[config.mk]
export PLATFORM = sky130hd
export DESIGN_NAME = player_direction_encoder
export DESIGN_NICKNAME = d
export VERILOG_FILES = /design/src/rtl/player_direction_encoder.sv
export SDC_FILE = /design/constraint.sdc
export NUM_CORES = 1
export LEC_CHECK = 0
export ABC_AREA = 1
export CAP_MARGIN = 10
export CORE_ASPECT_RATIO = 0.9
export CORE_UTILIZATION = 52
export CTS_CLUSTER_SIZE = 14
export DETAILED_ROUTE_END_ITERATION = 8
export DONT_BUFFER_PORTS = 1
export PLACE_DENSITY = 0.67
export SLEW_MARGIN = 20
export SYNTH_ARGS = -nofsm -noshare
export SYNTH_HDL_FRONTEND = slang
export SYNTH_SLANG_ARGS = --single-unit
export TNS_END_PERCENT = 1
[constraint.sdc]
create_clock -name CLOCK_50 -period 1.3 [get_ports CLOCK_50]
set_input_delay 0.195 -clock CLOCK_50 [delete_from_list [all_inputs] [get_ports CLOCK_50]]
set_output_delay 0.195 -clock CLOCK_50 [all_outputs]
set_load 0.02 [all_outputs]
[src/rtl/player_direction_encoder.sv]
// Debounced four-key direction encoder.
// Turns raw active-low buttons into a single latest-wins direction request.
module player_direction_encoder #(
    parameter int DEBOUNCE_CYCLES = 16
) (
    input  logic       CLOCK_50,
    input  logic       reset,
    input  logic [3:0] keys,
    input  logic       ack,
    output logic [1:0] direction_req,
    output logic       req_valid,
    output logic [3:0] pressed
);

    localparam int CW = $clog2(DEBOUNCE_CYCLES + 1);
    localparam logic [CW-1:0] CMAX = CW'(DEBOUNCE_CYCLES);

    logic [3:0]    sync1;
    logic [3:0]    sync2;
    logic [CW-1:0] cnt [4];
    logic [3:0]    pressed_d;
    logic [3:0]    press_ev;
    logic [3:0]    win;
    logic [1:0]    win_code;

    always_ff @(posedge CLOCK_50 or posedge reset) begin
        if (reset) begin
            sync1 <= '0;
            sync2 <= '0;
        end else begin
            sync1 <= ~keys;
            sync2 <= sync1;
        end
    end

    // Counter tracks how long the synced level has disagreed with pressed.
    always_ff @(posedge CLOCK_50 or posedge reset) begin
        if (reset) begin
            for (int i = 0; i < 4; i++) begin
                cnt[i] <= '0;
            end
            pressed <= '0;
        end else begin
            for (int i = 0; i < 4; i++) begin
                if (sync2[i] == pressed[i]) begin
                    cnt[i] <= '0;
                end else if (cnt[i] + CW'(1) == CMAX) begin
                    cnt[i]     <= '0;
                    pressed[i] <= ~pressed[i];
                end else begin
                    cnt[i] <= cnt[i] + CW'(1);
                end
            end
        end
    end

    always_ff @(posedge CLOCK_50 or posedge reset) begin
        if (reset) begin
            pressed_d <= '0;
        end else begin
            pressed_d <= pressed;
        end
    end

    assign press_ev = pressed & ~pressed_d;
    // Isolate the lowest set bit: UP (bit 0) has top priority.
    assign win = press_ev & (~press_ev + 4'd1);

    always_comb begin
        win_code = 2'b00;
        unique case (1'b1)
            win[0]:  win_code = 2'b00;
            win[1]:  win_code = 2'b01;
            win[2]:  win_code = 2'b11;
            win[3]:  win_code = 2'b10;
            default: win_code = 2'b00;
        endcase
    end

    always_ff @(posedge CLOCK_50 or posedge reset) begin
        if (reset) begin
            direction_req <= 2'b00;
            req_valid     <= 1'b0;
        end else if (|press_ev) begin
            direction_req <= win_code;
            req_valid     <= 1'b1;
        end else if (ack) begin
            req_valid <= 1'b0;
        end
    end

endmodule

==> flow_metrics.py <==
metrics = {
    "finish": {
        "syn2layout_area_growth_pct": 17.0,
        "seq_area_sq_um": 976,
        "design_area_sq_um": 1890,
        "fin_nets": 212,
        "postLayoutCoreUtil": 0.664,
        "drive_gt1_frac": 0.115,
        "nFillCells": 238,
        "multi_input_area_sq_um": 539,
        "diodes": 0,
    },
    "worst_setup_path": {
        "cp.arrival_ns": 1.47,
        "cp.required_ns": 1.53,
        "cp_max_fo": 4,
        "end_kind": "flop",
        "slowest_stage": "dfrtp_1",
        "ff2ff_path_depth": 6,
        "crit_path_start_kind": "flop",
        "cp_cell_sequence": "ha_4 > nand3_1 > nand2_1 > nand2_1 > nand3_1 > and2_1",
        "cpPeakStageDelay_ns": 0.44,
        "critical_path_class": "reg2reg",
    },
    "yosys": {
        "yosys-top-cells-area": "dfrtp_1 61%, nand2_1 10%, inv_1 7.0%, nand4_1 4.7%, nor2_1 4.2%",
        "synth_top_area_frac": 0.606,
        "netlist_instances": 176,
        "netlist_area_sq_um": 1610,
        "ys_warn_count": 0,
        "yosys_register_bits": 39,
        "ys_seq_area_frac": 0.606,
        "ys_types": 16,
        "synth_fp_nets": 187,
        "syn_area_per_cell_sq_um": 9.16,
        "synth_area_leader_cell": "dfrtp_1",
    },
    "timing": {
        "fmax_mhz": 808,
        "tns_ns": 0,
        "grt_setup_unrepaired": "true",
        "period_share": 0.952,
        "finalHoldViolCount": 0,
        "setup-violations-final": 0,
        "drv_slew": 0,
        "slew-limit-headroom": 0.711,
        "fin_crit_ns": 1.24,
        "worst_slew_pin_slew_ns": 0.433,
        "fin_skew_ns": 0.00525,
    },
    "route": {
        "wl_per_cell_microns": 11.4,
        "vias": 1178,
        "drt-initial-drc-count": 45,
        "finalWirelength_mm": 2.73,
        "ant_nets": 0,
        "route.detailed.drc": 0,
        "via_per_inst": 4.91,
        "dr.pass1.iters": 4,
    },
    "die": {
        "fp.dieW_microns": 60.7,
        "fp.coreArea_sq_um": 2840,
        "ios": 14,
        "start_util": 0.568,
        "die_h_microns": 54.8,
        "rows": 18,
        "design.die.area_sq_um": 3330,
    },
    "placed_design": {
        "gp_congestion": 0.913,
        "placed_area_sq_um": 1730,
        "portBuffers": 0,
        "hpwl_mm": 1.92,
    },
    "run_status": {
        "outcome": "completed",
    },
    "pwr": {
        "power.density_nw_per_um2": 1060,
        "power_w": 0.00199,
        "p_leak_nw": 0.985,
        "ir_drop_v": 0.000732,
    },
    "worst_hold_path": {
        "hp-class": "in2async",
    },
    "grt": {
        "overflow": 0,
        "grt_pass1_wl_mm": 4.66,
        "grt_pass1_vias": 1156,
        "grt_max_degree": 23,
        "grt_use_total": 0.200,
        "antenna_found_initial": 0,
    },
    "clocking": {
        "cts_tree": "yes",
        "cts_root_buf": "clkbuf_4",
        "clk_latency_ns": 0.34,
        "cts_buffers": 5,
        "cts_buffer_depth": 2,
        "cts.clk_slew.worst_paths_ns": 0.11,
        "clock_sinks": 39,
        "htreeDepth": 2,
    },
    "job": {
        "maxCapViolations": 0,
    },
}
## cell type report
| type | count | share of cell area |
|---|---|---|
| well taps | 40 | 0.0265 |
| clock buffers | 6 | 0.0219 |
| multi-input cells | 106 | 0.286 |
| inverters | 31 | 0.0617 |
| repair buffers | 18 | 0.0863 |
| flip-flops and latches | 39 | 0.518 |
## cells in the mapped netlist (all sizes together)
cell type	n
o21ai	3
and2	2
nand2	44
inv	31
xnor2	2
ha	4
a21oi	2
nor2	19
nand4	12
nor3	3
nand3	12
o21bai	1
xor2	2
dfrtp	39
## cell families (layout without fill, tap and decap cells)
logic type,after synthesis,after routing,share of synthesized area
AO/OA/AOI/OAI,6,6,0.0202
XOR/XNOR,4,4,0.0217
adder cells (fa/ha/maj),4,4,0.0311
buffers and inverters,31,55,0.0722
flip-flops,39,39,0.606
AND/OR/NAND/NOR,92,92,0.249
## sequential cells by signal, indices dropped and copies added (netlist names)
| name | flops |
|---|---|
| cnt | 20 |
| direction_req | 2 |
| pressed | 4 |
| pressed_d | 4 |
| req_valid | 1 |
| sync1 | 4 |
| sync2 | 4 |
## critical path, delay by kind of cell, from the launching register on
| family | cells | cell delay (ns) |
|---|---|---|
| adder cells (fa/ha/maj) | 1 | 0.19 |
| flip-flops | 1 | 0.44 |
| AND/OR/NAND/NOR | 5 | 0.51 |
## power by group
group          switching, W  total (W)  leakage, nW  internal [W]
Combinational     0.0000767   0.000148        0.445     0.0000711
Sequential        0.0000396    0.00129        0.516       0.00125
Clock              0.000360   0.000552       0.0242      0.000193
Total              0.000476    0.00199        0.985       0.00152
## path summary, 6_finish.rpt
kind / endpoint / startpoint / slack, ns
worst max-delay path: cnt[15] / cnt[15] / 0.06
worst min-delay path: cnt[7] / reset / 0.29
worst max register to register: cnt[15] / cnt[15] / 0.06
worst min register to register: sync2[3] / sync1[3] / 0.36
max in group asynchronous: sync1[2] / reset / 0.53
min in group CLOCK_50: sync2[3] / sync1[3] / 0.36
## cell usage in the layout (no fill, tap or decap)
master / instances
nor2_2: 1
dfrtp_1: 39
a21oi_1: 2
xnor2_1: 2
nor3_1: 3
xor2_1: 2
o21bai_1: 1
inv_2: 1
inv_1: 30
nand4_1: 12
nor2_1: 18
nand3_1: 12
ha_2: 3
o21ai_0: 3
nand2_1: 44
and2_1: 2
clkbuf_1: 1
ha_4: 1
dlygate4sd3_1: 6
buf_12: 1
buf_4: 11
clkbuf_4: 5
## routing by layer
metal  track usage  wire (microns)  share of wire  vias up
met5             0               0              0        -
met4         0.102              53          0.019        0
met3        0.0567             112          0.041        7
met2         0.328            1260           0.46       19
met1         0.243            1300           0.48      551
li1              -               -              -      601
## what timing repair did
action                                  in CTS  in global routing
endpoints found under the setup margin       0                  9
resized for setup                            0                  5
setup buffers                                0                  5
hold buffers                                 6                  0
endpoints found under the hold margin       13                  0
## stage by stage
stage / worst slack (ns) / std cells / hold slack (ns)
floorplan: 0.140 / 176 / 0.254
global placement: 0.0824 / 223 / 0.0978
detailed placement: 0.0224 / 223 / 0.108
CTS: 0.00613 / 235 / 0.293
global route: -0.00737 / 240 / 0.315
finish: 0.0626 / 240 / 0.290
Power figures use the tool's default switching activity.
